===== config.mk =====
export PLATFORM = sky130hd
export DESIGN_NAME = clock_gen_ctrl_flat
export DESIGN_NICKNAME = d
export VERILOG_FILES = /design/src/rtl/clock_gen_ctrl_if.sv /design/src/rtl/clock_gen_ctrl.sv /design/src/flat_wrapper.sv
export SDC_FILE = /design/constraint.sdc
export NUM_CORES = 1
export LEC_CHECK = 0
export BUFFER_PORTS_ARGS = -buffer_cell sky130_fd_sc_hd__buf_2
export CAP_MARGIN = 20
export CORE_MARGIN = 1.5
export CORE_UTILIZATION = 50
export DETAILED_ROUTE_END_ITERATION = 12
export HOLD_SLACK_MARGIN = 0.05
export PLACE_DENSITY = 0.71
export SETUP_SLACK_MARGIN = 0.15
export SYNTH_ARGS = -nofsm -noshare
export SYNTH_HDL_FRONTEND = slang
export SYNTH_SLANG_ARGS = --single-unit

===== constraint.sdc =====
create_clock -name clk -period 3.1 [get_ports clk]
set_input_delay 0.62 -clock clk [delete_from_list [all_inputs] [get_ports clk]]
set_output_delay 0.62 -clock clk [all_outputs]
set_load 0.01 [all_outputs]

===== src/rtl/clock_gen_ctrl_if.sv =====
// Configuration channel for clock_gen_ctrl: valid/ready handshake carrying high, low and phase counts.
interface clock_gen_ctrl_if #(
  parameter int CNT_W = 16
);
  logic             cfg_valid;
  logic             cfg_ready;
  logic [CNT_W-1:0] cfg_high;
  logic [CNT_W-1:0] cfg_low;
  logic [CNT_W-1:0] cfg_phase;

  modport master (output cfg_valid, cfg_high, cfg_low, cfg_phase, input cfg_ready);
  modport slave  (input cfg_valid, cfg_high, cfg_low, cfg_phase, output cfg_ready);
endinterface


===== src/rtl/clock_gen_ctrl.sv =====
// Programmable divided-clock generator with start delay; outputs registered, clk_out rises phase+1 cycles after enable.
// Config accepted whenever the single pending slot is empty; a queued config takes effect at the next period boundary.
module clock_gen_ctrl #(
  parameter int CNT_W    = 16,
  parameter int RST_HIGH = 1,
  parameter int RST_LOW  = 1
) (
  input  logic                 clk,
  input  logic                 rst,
  input  logic                 enable,
  clock_gen_ctrl_if.slave      cfg,
  output logic                 clk_out,
  output logic                 running,
  output logic                 period_tick,
  output logic                 cfg_err
);

  typedef enum logic [1:0] {IDLE, DELAY, HIGH, LOW} state_e;

  localparam logic [CNT_W-1:0] ONE      = CNT_W'(1);
  localparam logic [CNT_W-1:0] TWO      = CNT_W'(2);
  localparam logic [CNT_W-1:0] RST_HI_V = CNT_W'(RST_HIGH);
  localparam logic [CNT_W-1:0] RST_LO_V = CNT_W'(RST_LOW);

  state_e           state_q;
  logic [CNT_W-1:0] cnt_q;
  logic [CNT_W-1:0] act_high_q, act_low_q, act_phase_q;
  logic [CNT_W-1:0] pend_high_q, pend_low_q, pend_phase_q;
  logic             pend_full_q;
  logic             clk_out_q, running_q, period_tick_q, cfg_err_q;

  logic             xfer, cfg_bad, xfer_ok, idle_load;
  logic [CNT_W-1:0] high_d, phase_d, next_high_d;

  assign cfg.cfg_ready = ~pend_full_q;
  assign xfer          = cfg.cfg_valid & ~pend_full_q;
  assign cfg_bad       = (cfg.cfg_high == '0) || (cfg.cfg_low == '0);
  assign xfer_ok       = xfer & ~cfg_bad;
  assign idle_load     = xfer_ok && (state_q == IDLE);

  // An IDLE transfer is visible to the start decision in the same cycle.
  assign high_d      = idle_load ? cfg.cfg_high  : act_high_q;
  assign phase_d     = idle_load ? cfg.cfg_phase : act_phase_q;
  assign next_high_d = pend_full_q ? pend_high_q : act_high_q;

  always_ff @(posedge clk) begin
    if (rst) begin
      state_q       <= IDLE;
      cnt_q         <= '0;
      act_high_q    <= RST_HI_V;
      act_low_q     <= RST_LO_V;
      act_phase_q   <= '0;
      pend_high_q   <= '0;
      pend_low_q    <= '0;
      pend_phase_q  <= '0;
      pend_full_q   <= 1'b0;
      clk_out_q     <= 1'b0;
      running_q     <= 1'b0;
      period_tick_q <= 1'b0;
      cfg_err_q     <= 1'b0;
    end else begin
      cfg_err_q     <= xfer & cfg_bad;
      period_tick_q <= 1'b0;

      if (xfer_ok) begin
        if (state_q == IDLE) begin
          act_high_q  <= cfg.cfg_high;
          act_low_q   <= cfg.cfg_low;
          act_phase_q <= cfg.cfg_phase;
        end else begin
          pend_high_q  <= cfg.cfg_high;
          pend_low_q   <= cfg.cfg_low;
          pend_phase_q <= cfg.cfg_phase;
          pend_full_q  <= 1'b1;
        end
      end

      case (state_q)
        IDLE: begin
          if (enable) begin
            running_q <= 1'b1;
            if (phase_d != '0) begin
              state_q <= DELAY;
              cnt_q   <= phase_d;
            end else begin
              state_q   <= HIGH;
              cnt_q     <= high_d;
              clk_out_q <= 1'b1;
            end
          end
        end
        DELAY: begin
          if (!enable) begin
            state_q   <= IDLE;
            running_q <= 1'b0;
          end else if (cnt_q == ONE) begin
            state_q   <= HIGH;
            cnt_q     <= act_high_q;
            clk_out_q <= 1'b1;
          end else begin
            cnt_q <= cnt_q - ONE;
          end
        end
        HIGH: begin
          if (cnt_q == ONE) begin
            state_q       <= LOW;
            cnt_q         <= act_low_q;
            clk_out_q     <= 1'b0;
            period_tick_q <= (act_low_q == ONE);
          end else begin
            cnt_q <= cnt_q - ONE;
          end
        end
        LOW: begin
          if (cnt_q == ONE) begin
            // Period boundary: promote the queued config; the start delay is not re-applied.
            if (pend_full_q) begin
              act_high_q  <= pend_high_q;
              act_low_q   <= pend_low_q;
              act_phase_q <= pend_phase_q;
              pend_full_q <= 1'b0;
            end
            if (enable) begin
              state_q   <= HIGH;
              cnt_q     <= next_high_d;
              clk_out_q <= 1'b1;
            end else begin
              state_q   <= IDLE;
              running_q <= 1'b0;
            end
          end else begin
            cnt_q         <= cnt_q - ONE;
            period_tick_q <= (cnt_q == TWO);
          end
        end
        default: begin
          state_q   <= IDLE;
          running_q <= 1'b0;
          clk_out_q <= 1'b0;
        end
      endcase
    end
  end

  assign clk_out     = clk_out_q;
  assign running     = running_q;
  assign period_tick = period_tick_q;
  assign cfg_err     = cfg_err_q;

endmodule


===== src/flat_wrapper.sv =====
// flat-port wrapper written by rule: the top's interface ports become plain ports
module clock_gen_ctrl_flat 
#(
  parameter int CNT_W    = 16,
  parameter int RST_HIGH = 1,
  parameter int RST_LOW  = 1
)
  (clk, rst, enable, clk_out, running, period_tick, cfg_err, cfg_cfg_valid, cfg_cfg_high, cfg_cfg_low, cfg_cfg_phase, cfg_cfg_ready);
  clock_gen_ctrl_if #(.CNT_W(CNT_W)) cfg_i ();
  input  logic clk;
  input  logic rst;
  input  logic enable;
  output logic clk_out;
  output logic running;
  output logic period_tick;
  output logic cfg_err;
  input wire logic [$bits(cfg_i.cfg_valid)-1:0] cfg_cfg_valid;
  input wire logic [$bits(cfg_i.cfg_high)-1:0] cfg_cfg_high;
  input wire logic [$bits(cfg_i.cfg_low)-1:0] cfg_cfg_low;
  input wire logic [$bits(cfg_i.cfg_phase)-1:0] cfg_cfg_phase;
  output wire logic [$bits(cfg_i.cfg_ready)-1:0] cfg_cfg_ready;
  assign cfg_i.cfg_valid = cfg_cfg_valid;
  assign cfg_i.cfg_high = cfg_cfg_high;
  assign cfg_i.cfg_low = cfg_cfg_low;
  assign cfg_i.cfg_phase = cfg_cfg_phase;
  assign cfg_cfg_ready = cfg_i.cfg_ready;
  clock_gen_ctrl #(.CNT_W(CNT_W), .RST_HIGH(RST_HIGH), .RST_LOW(RST_LOW)) u_core (.clk(clk), .rst(rst), .enable(enable), .cfg(cfg_i), .clk_out(clk_out), .running(running), .period_tick(period_tick), .cfg_err(cfg_err));
endmodule

==> flow_summary.yaml, run 1 <==
timing:
  setup-tns-final_ps: 0
  fin_crit_sh: 0.859
  final_max_slew_viol_count: 0
  timing.fmax_mhz: 375
  rsz0062_at_grt: "false"
  setup_viol_count_final: 0
  worstMarginPinSlew_ps: 745
  slew_headroom: 0.502
  clock_skew_ps: 8.02
  min_period_ps: 2660
  hold_violations: 0
  holdWs_ps: 454
clock_network:
  clk_latency_ps: 420
  clk_pin_slew_ps: 50
  cts_root_buf: "clkbuf_16"
  cts_buffers: 17
  cts_htree_levels: 4
  cts_tree: "done"
  clockBufferDepth: 2
  cts_setup_buffers: 0
  numClockSinks: 119
  holdBufCountCts: 0
synthesis:
  avgSynthCellArea_sq_um: 7.99
  syn_inst: 809
  yosysUniqueCellTypes: 63
  synth_nets: 864
  synth.yosys.seq_area_share: 0.368
  ys_ff_latch: 119
  synth_async_sr_flop_share: 0
  synth_top_flop_cell: "dfxtp_1"
  yosys_warnings: 0
  syn_area_sq_um: 6460
  synth_edf_count: 0
global_route:
  grt_pass1_vias: 6037
  grt_pass1_wl_mm: 33.0
  gr-usage-all-layers: 0.322
  grt_max_degree: 49
  grt_overflow: 0
  antenna_found_initial: 0
setup_path:
  critPathKind: "input pin to flop"
  crit_start: "cfg_cfg_low[2]"
  cpMaxStageDelayCell: "nor4_1"
  path_max_fanout: 17
  crit_buf_inv: 2
  crit_family: "simple AND/OR/NAND/NOR gates"
  critPathLaunchType: "input pin"
  path_cells: "buf_2 -> nor4_1 -> and4_1 -> or3_2 -> buf_12 -> mux2i_1 -> a2bb2oi_1 -> a311oi_1"
  r2r_start: "u_core.cnt_q[1]"
  cpPeakStageDelay_ps: 580
  crit_required_ps: 3380
  crit_path_end_kind: "flop"
  critPathArrivalTime_ps: 2940
routing:
  dr.pass1.iters: 8
  wl_met1_mm: 9.07
  antenna_violating_nets_post_route: 0
  dr.max_layer_used: "met4"
  wl_met2_mm: 9.47
  met3_length_mm: 1.58
  drt-total-wl_mm: 20.9
  num_vias: 6468
  viasPerCell: 6.25
  drt_iter0_drc: 561
  drc: 0
  wire_per_inst_microns: 20.2
worst_hold_path:
  hp-start: "u_core.pend_phase_q[10]"
  min_path_type: "flop to flop"
final_layout:
  fill_cells: 1197
  nets: 908
  final_common_cell: "nand2_1"
  num_antenna_cells: 0
  multi_input_area_sq_um: 3760
  layout-drive-gt1-share: 0.211
  layout.area.seq_sq_um: 2380
  area.growth.synth_to_final_pct: 16.8
  final_cell_mix: "212 x nand2_1, 119 x dfxtp_1, 77 x nor2_1"
floorplanning:
  core-area_sq_um: 12600
  start_util: 0.512
  die_w_microns: 117
  rows: 41
  ios: 57
  die_area_sq_um: 13600
  dieHeight_microns: 117
job:
  max_cap_viol_count: 0
placed_design:
  dpl.hpwl_mm: 15.1
  gp_congestion: 1.05
  io_buffers: 56
power_and_ir_drop:
  powerDensity_nw_per_um2: 612
  ir_worst_vdd_mv: 0.416
  p_leak_nw: 2.90
  power_w: 0.00462
outcome:
  status: "finished, final reports clean"
## what timing repair did
action / CTS / global route
gates resized for setup: 0 / 1
setup endpoints to repair: 0 / 6
endpoints found under the hold margin: 0 / 0
## final timing paths
kind,cells past startpoint,slack [ps],end
max,8,440,u_core.cnt_q[10]
min,2,450,u_core.pend_phase_q[10]
max reg2reg,9,450,u_core.cnt_q[15]
min reg2reg,2,450,u_core.pend_phase_q[10]
## synth_stat cells (4+ instances only)
| master | count | share of area |
|---|---|---|
| nand2_1 | 212 | 0.12 |
| dfxtp_1 | 119 | 0.37 |
| nor2_1 | 78 | 0.045 |
| a21oi_1 | 61 | 0.047 |
| clkbuf_1 | 40 | 0.023 |
| a311oi_2 | 39 | 0.091 |
| nor4_1 | 23 | 0.022 |
| nand3_1 | 17 | 0.013 |
| a211oi_1 | 16 | 0.019 |
| buf_2 | 14 | 0.011 |
| mux2i_1 | 13 | 0.020 |
| o21ai_0 | 13 | 0.010 |
| nor3_1 | 11 | 0.0085 |
| inv_1 | 10 | 0.0058 |
| mux2_2 | 10 | 0.017 |
| a32oi_1 | 9 | 0.012 |
| nand4_1 | 7 | 0.0068 |
| a311oi_1 | 6 | 0.0081 |
| buf_6 | 6 | 0.010 |
| or3_1 | 6 | 0.0058 |
| xor2_1 | 6 | 0.0081 |
| and3_1 | 5 | 0.0048 |
| xnor2_1 | 5 | 0.0068 |
| a211oi_2 | 4 | 0.0077 |
| a31oi_1 | 4 | 0.0039 |
| nor3b_1 | 4 | 0.0046 |
| o211ai_1 | 4 | 0.0046 |
| o21ai_1 | 4 | 0.0031 |
## through the flow
stage | utilization | cell area (sq um) | setup slack (ps) | cells
finish | 0.598 | 7550 | 436 | 1035
global placement | 0.550 | 6950 | 106 | 1005
global route | 0.598 | 7550 | 259 | 1035
floorplan | - | 6460 | 694 | 809
CTS | 0.596 | 7520 | 340 | 1034
detailed placement | 0.550 | 6950 | 72.0 | 1005
## cell type report
class,instances,share of cell area
Multi-Input combinational cell,617,0.499
Sequential cell,119,0.316
Timing Repair Buffer,88,0.0769
Clock buffer,21,0.0623
Tap cell,172,0.0285
Clock inverter,8,0.0133
Inverter,10,0.00497
## flip-flops by register name, indices dropped and copies added (netlist names), named ones only
name / cells
u_core.act_high_q: 16
u_core.act_low_q: 16
u_core.act_phase_q: 16
u_core.cfg_err: 1
u_core.clk_out: 1
u_core.cnt_q: 16
u_core.pend_full_q: 1
u_core.pend_high_q: 16
u_core.pend_low_q: 16
u_core.pend_phase_q: 16
u_core.period_tick: 1
u_core.running: 1
u_core.state_q: 1
## cells by family after synthesis
family                     count (synthesis)  share of synthesized area
DFF                                      119                      0.368
muxes                                     26                     0.0428
adders and majority gates                  3                    0.00581
AOI/OAI and AO/OA                        192                      0.248
xor gates and xnor gates                  11                     0.0149
buffers and inverters                     73                     0.0532
and+or+nand+nor                          385                      0.267
## metal layers
metal / vias up / global-route usage
met1: 3108 / 0.441
met5: - / 0
met4: 0 / 0.129
li1: 2996 / -
met3: 53 / 0.0623
met2: 311 / 0.501
## tightest hold or removal path, cell delays in order, from the launching register on
cell and delay (ps):
dfxtp_1 310, nand2_1 50, a21oi_1 50
## power breakdown
part | switching, W | total [W] | internal, W
registers | 0.000128 | 0.00177 | 0.00165
logic | 0.000562 | 0.000935 | 0.000373
clock network | 0.000686 | 0.00191 | 0.00123
No activity file was read; power rests on OpenSTA's default activity.
==> run 2, diff against run 1 <==
--- a/config.mk
+++ b/config.mk
@@ -8,10 +8,11 @@
 export BUFFER_PORTS_ARGS = -buffer_cell sky130_fd_sc_hd__buf_2
 export CAP_MARGIN = 20
 export CORE_MARGIN = 1.5
-export CORE_UTILIZATION = 50
+export CORE_UTILIZATION = 32
 export DETAILED_ROUTE_END_ITERATION = 12
 export HOLD_SLACK_MARGIN = 0.05
-export PLACE_DENSITY = 0.71
+export PLACE_DENSITY = 0.5
+export RECOVER_POWER = 50
 export SETUP_SLACK_MARGIN = 0.15
 export SYNTH_ARGS = -nofsm -noshare
 export SYNTH_HDL_FRONTEND = slang
==> run 2 against run 1 <==
Compared with the run above: die area grew 55%; via count shrank 3.3%; sequential power is essentially flat; non-clock buffer count grew 16; critical path type unchanged; largest cell class unchanged; highest routed layer unchanged.
==> flow_summary.yaml, run 2 (synthesis gave the netlist of run 1 again) <==
final_layout:
  fin_cells: 1146
  layout-drive-gt1-share: 0.213
  final_common_cell: "nand2_1"
  nets: 924
  area.growth.synth_to_final_pct: 20.5
  final_cell_mix: "212 x nand2_1, 119 x dfxtp_1, 77 x nor2_1"
  num_antenna_cells: 0
  final_core_util: 0.396
global_route:
  antenna_found_initial: 0
  grt_max_degree: 68
  gr-usage-all-layers: 0.218
  grt_pass1_vias: 5885
  grt_overflow: 0
  grt_pass1_wl_mm: 35.6
routing:
  viasPerCell: 5.46
  drc: 0
  num_vias: 6256
  drt_iter0_drc: 478
  dr.pass1.iters: 8
  wire_per_inst_microns: 19.6
  antenna_violating_nets_post_route: 0
  drt-total-wl_mm: 22.4
worst_hold_path:
  min_path_type: "input pin to flop"
placed_design:
  dp.cells: 1115
  dpl_worst_slack_ps: -46.9
  gp_congestion: 0.912
  dpl.hpwl_mm: 16.3
  io_buffers: 56
timing:
  min_period_ps: 2740
  clock_skew_ps: 11.6
  timing.fmax_mhz: 364
  fin_crit_sh: 0.885
  setup_viol_count_final: 0
  worstMarginPinSlew_ps: 1050
  hold_violations: 0
  final_max_slew_viol_count: 0
  rsz0062_at_grt: "false"
  slew_headroom: 0.294
  setup_ws_ps: 356
floorplanning:
  rows: 51
  core-area_sq_um: 19700
  die_area_sq_um: 21100
  ios: 57
  start_util: 0.329
  dieHeight_microns: 145
  die_w_microns: 145
clock_network:
  numClockSinks: 119
  clk_pin_slew_ps: 60
  holdBufCountCts: 0
  cts_tree: "done"
  cts_buffers: 17
  cts_htree_levels: 4
  cts_root_buf: "clkbuf_16"
  cts_resized: 0
  clockBufferDepth: 2
  cts_setup_buffers: 0
  clk_latency_ps: 430
setup_path:
  path_max_fanout: 5
  crit_path_end_kind: "flop"
  critPathKind: "input pin to flop"
  crit_required_ps: 3390
  critPathArrivalTime_ps: 3030
  critPathLaunchType: "input pin"
power_and_ir_drop:
  ir_worst_vdd_mv: 0.295
  p_leak_nw: 2.95
  powerDensity_nw_per_um2: 613
outcome:
  status: "finished, final reports clean"
job:
  max_cap_viol_count: 0
==> run 2: worst paths after layout <==
path / slack, ps / start / cells past startpoint / end
max: 360 / cfg_cfg_low[2] / 7 / u_core.cnt_q[5]
min: 450 / cfg_cfg_low[12] / 3 / u_core.pend_low_q[12]
max reg2reg: 400 / u_core.cnt_q[0] / 8 / u_core.cnt_q[14]
min reg2reg: 450 / u_core.pend_low_q[13] / 2 / u_core.pend_low_q[13]
==> run 2: cell type report <==
class | instances | area (sq um)
Tap cell | 265 | 332
Clock inverter | 13 | 173
Clock buffer | 18 | 429
Multi-Input combinational cell | 617 | 3750
Sequential cell | 119 | 2380
Timing Repair Buffer | 104 | 686
Fill cell | 2087 | 11900
Inverter | 10 | 37.5
==> run 2: critical path: stages <==
cell,delay [ps]
buf_2,120
nor4_1,500
and4_1,450
or3_2,270
mux2_1,430
a222oi_1,500
a211oi_1,130
==> run 2: where the power goes <==
| group | switching [W] | total, W | leakage (nW) | internal, W |
|---|---|---|---|---|
| registers | 0.000120 | 0.00176 | 0.973 | 0.00164 |
| clock network | 0.000780 | 0.00205 | 0.291 | 0.00127 |
| logic | 0.000573 | 0.000965 | 1.69 | 0.000392 |
| total | 0.00147 | 0.00478 | 2.95 | 0.00331 |
==> run 2: per-layer routing <==
metal / routed length (microns) / track usage / up-vias
met4: 722 / 0.0929 / 0
met3: 1210 / 0.0434 / 37
met5: 0 / 0 / -
met2: 9650 / 0.314 / 203
li1: - / - / 3036
met1: 10900 / 0.313 / 2980
==> run 2: stage by stage <==
step / cell area (sq um) / setup TNS, ps / hold WS (ps) / power [W]
4_1_cts: 7860 / 0 / 434 / 0.00481
6_report: 7790 / 0 / 447 / 0.00478
5_1_grt: 7790 / 0 / 452 / 0.00497
3_3_place_gp: 7250 / -50.6 / 443 / 0.00276
2_1_floorplan: 6460 / 0 / 436 / 0.00237
3_5_place_dp: 7250 / -46.9 / 447 / 0.00276
==> run 3, diff against run 2 <==
--- a/config.mk
+++ b/config.mk
@@ -7,6 +7,7 @@
 export LEC_CHECK = 0
 export BUFFER_PORTS_ARGS = -buffer_cell sky130_fd_sc_hd__buf_2
 export CAP_MARGIN = 20
+export CORE_ASPECT_RATIO = 1.2
 export CORE_MARGIN = 1.5
 export CORE_UTILIZATION = 32
 export DETAILED_ROUTE_END_ITERATION = 12
==> run 3 against run 2 <==
Compared with the run above: die area barely moved; fmax about the same; count of clock-buffer cells in the layout rose by 5; global-route usage grew 0.35 points; utilization is 0.24 points lower; clock power grew 4%; non-clock buffer count decreased by 3; first-iteration DRC count decreased by 8.8%; largest power group unchanged.
==> flow_summary.yaml, run 3 (synthesis gave the netlist of run 1 again) <==
floorplanning:
  start_util: 0.328
  die_area_sq_um: 21100
  ios: 57
  die_w_microns: 133
  core-area_sq_um: 19700
  dieHeight_microns: 159
  rows: 56
job:
  max_cap_viol_count: 0
placed_design:
  gp_congestion: 0.935
  dpl_worst_slack_ps: 129
  io_buffers: 56
  dpl.hpwl_mm: 16.4
setup_path:
  crit_required_ps: 3430
  critPathArrivalTime_ps: 3080
  r2r_slack_ps: 360
  path_max_fanout: 9
  critPathLaunchType: "flop"
  reg2reg_to: "u_core.cnt_q[0]"
  crit_path_end_kind: "flop"
  r2r_start: "u_core.cnt_q[1]"
  critPathKind: "flop to flop"
  reg2regPathDepth: 9
routing:
  dr.pass1.iters: 6
  drt_iter0_drc: 436
  num_vias: 6304
  wire_per_inst_microns: 20.1
  antenna_violating_nets_post_route: 0
  drc: 0
  viasPerCell: 5.53
  drt-total-wl_mm: 22.9
timing:
  setup-tns-final_ps: 0
  min_period_ps: 2740
  final_max_slew_viol_count: 0
  rsz0062_at_grt: "false"
  fin_crit_sh: 0.885
  clock_skew_ps: 8.72
  worstMarginPinSlew_ps: 1070
  slew_headroom: 0.282
  hold_violations: 0
  setup_ws_ps: 356
  timing.fmax_mhz: 364
  setup_viol_count_final: 0
global_route:
  grt_max_degree: 46
  gr-usage-all-layers: 0.221
  grt_overflow: 0
  grt_pass1_vias: 6096
  antenna_found_initial: 0
  grt_pass1_wl_mm: 35.9
clock_network:
  cts_htree_levels: 4
  clockBufferDepth: 2
  cts_root_buf: "clkbuf_16"
  cts_tree: "done"
  clk_pin_slew_ps: 50
  numClockSinks: 119
  cts_buffers: 17
  clk_latency_ps: 430
final_layout:
  area.growth.synth_to_final_pct: 20.0
  final_common_cell: "nand2_1"
  num_antenna_cells: 0
  nets: 921
  final_cell_mix: "211 x nand2_1, 119 x dfxtp_1, 77 x nor2_1"
  fill_cells: 2086
  layout-drive-gt1-share: 0.213
worst_hold_path:
  min_path_type: "flop to flop"
  hp-start: "u_core.pend_phase_q[2]"
  holdPathStages: 2
  whs_endpoint: "u_core.pend_phase_q[2]"
power_and_ir_drop:
  powerDensity_nw_per_um2: 624
  ir_worst_vdd_mv: 0.422
  p_leak_nw: 2.94
outcome:
  status: "finished, final reports clean"
-- run 3: cell types whose count changed in the layout (fill, tap and decap cells not counted), sizes merged --
cell      change
inv           -2
buf           +2
bufinv        +1
clkinv        -5
clkinvlp      +1
-- run 3: report_power, final --
group / leakage (nW) / switching, W / internal [W]
Combinational: 1.67 / 0.000567 / 0.000375
Clock: 0.299 / 0.000739 / 0.00140
Sequential: 0.973 / 0.000116 / 0.00165
Total: 2.94 / 0.00142 / 0.00342
-- run 3: cell type report --
cell class / count / area (sq um) / area share
Clock inverter: 8 / 145 / 0.0187
Clock buffer: 23 / 478 / 0.0616
Inverter: 10 / 37.5 / 0.00484
Sequential cell: 119 / 2380 / 0.307
Multi-Input combinational cell: 617 / 3740 / 0.482
Timing Repair Buffer: 101 / 649 / 0.0837
Tap cell: 261 / 327 / 0.0421
-- run 3: critical path, cell delays in order, from the launching register on --
cell	delay, ps
dfxtp_1	410
inv_1	110
ha_1	240
nor4b_2	190
nand4_1	220
buf_4	220
o21ai_1	100
a21oi_1	600
nand2_1	270
o31ai_1	290
-- run 3: through the flow --
step	cells	hold WS (ps)	power [W]	area, sq um	utilization
global placement	1106	443	0.00274	7160	0.364
CTS	1137	445	0.00487	7780	0.395
finish	1139	453	0.00484	7760	0.394
detailed placement	1106	447	0.00273	7160	0.364
floorplan	809	436	0.00237	6460	-
global route	1139	450	0.00504	7760	0.394
-- run 3: how the worst max path moves through the flow --
stage,startpoint,endpoint,slack (ps),cells past startpoint
floorplan,cfg_cfg_high[10],u_core.cnt_q[5],690,7
global placement,cfg_cfg_phase[0],u_core.cnt_q[14],110,7
detailed placement,cfg_cfg_high[10],u_core.pend_high_q[6],130,10
CTS,u_core.cnt_q[0],u_core.act_phase_q[3],340,7
global route,u_core.cnt_q[0],u_core.cnt_q[10],120,8
finish,u_core.cnt_q[1],u_core.cnt_q[0],360,9
-- run 3: metal layers --
metal  global-route usage  share of wire  up-vias
li1                     -              -     3029
met1                0.285           0.45     3050
met2                0.358           0.47      178
met3               0.0457          0.046       47
met4               0.0949          0.037        0
met5                    0              0        -
-- run 3: what timing repair did --
item                                    in CTS  in global routing
endpoints found under the setup margin       0                  7
hold buffers                                 0                  0
setup buffers                                0                  0
resized for setup                            0                  1
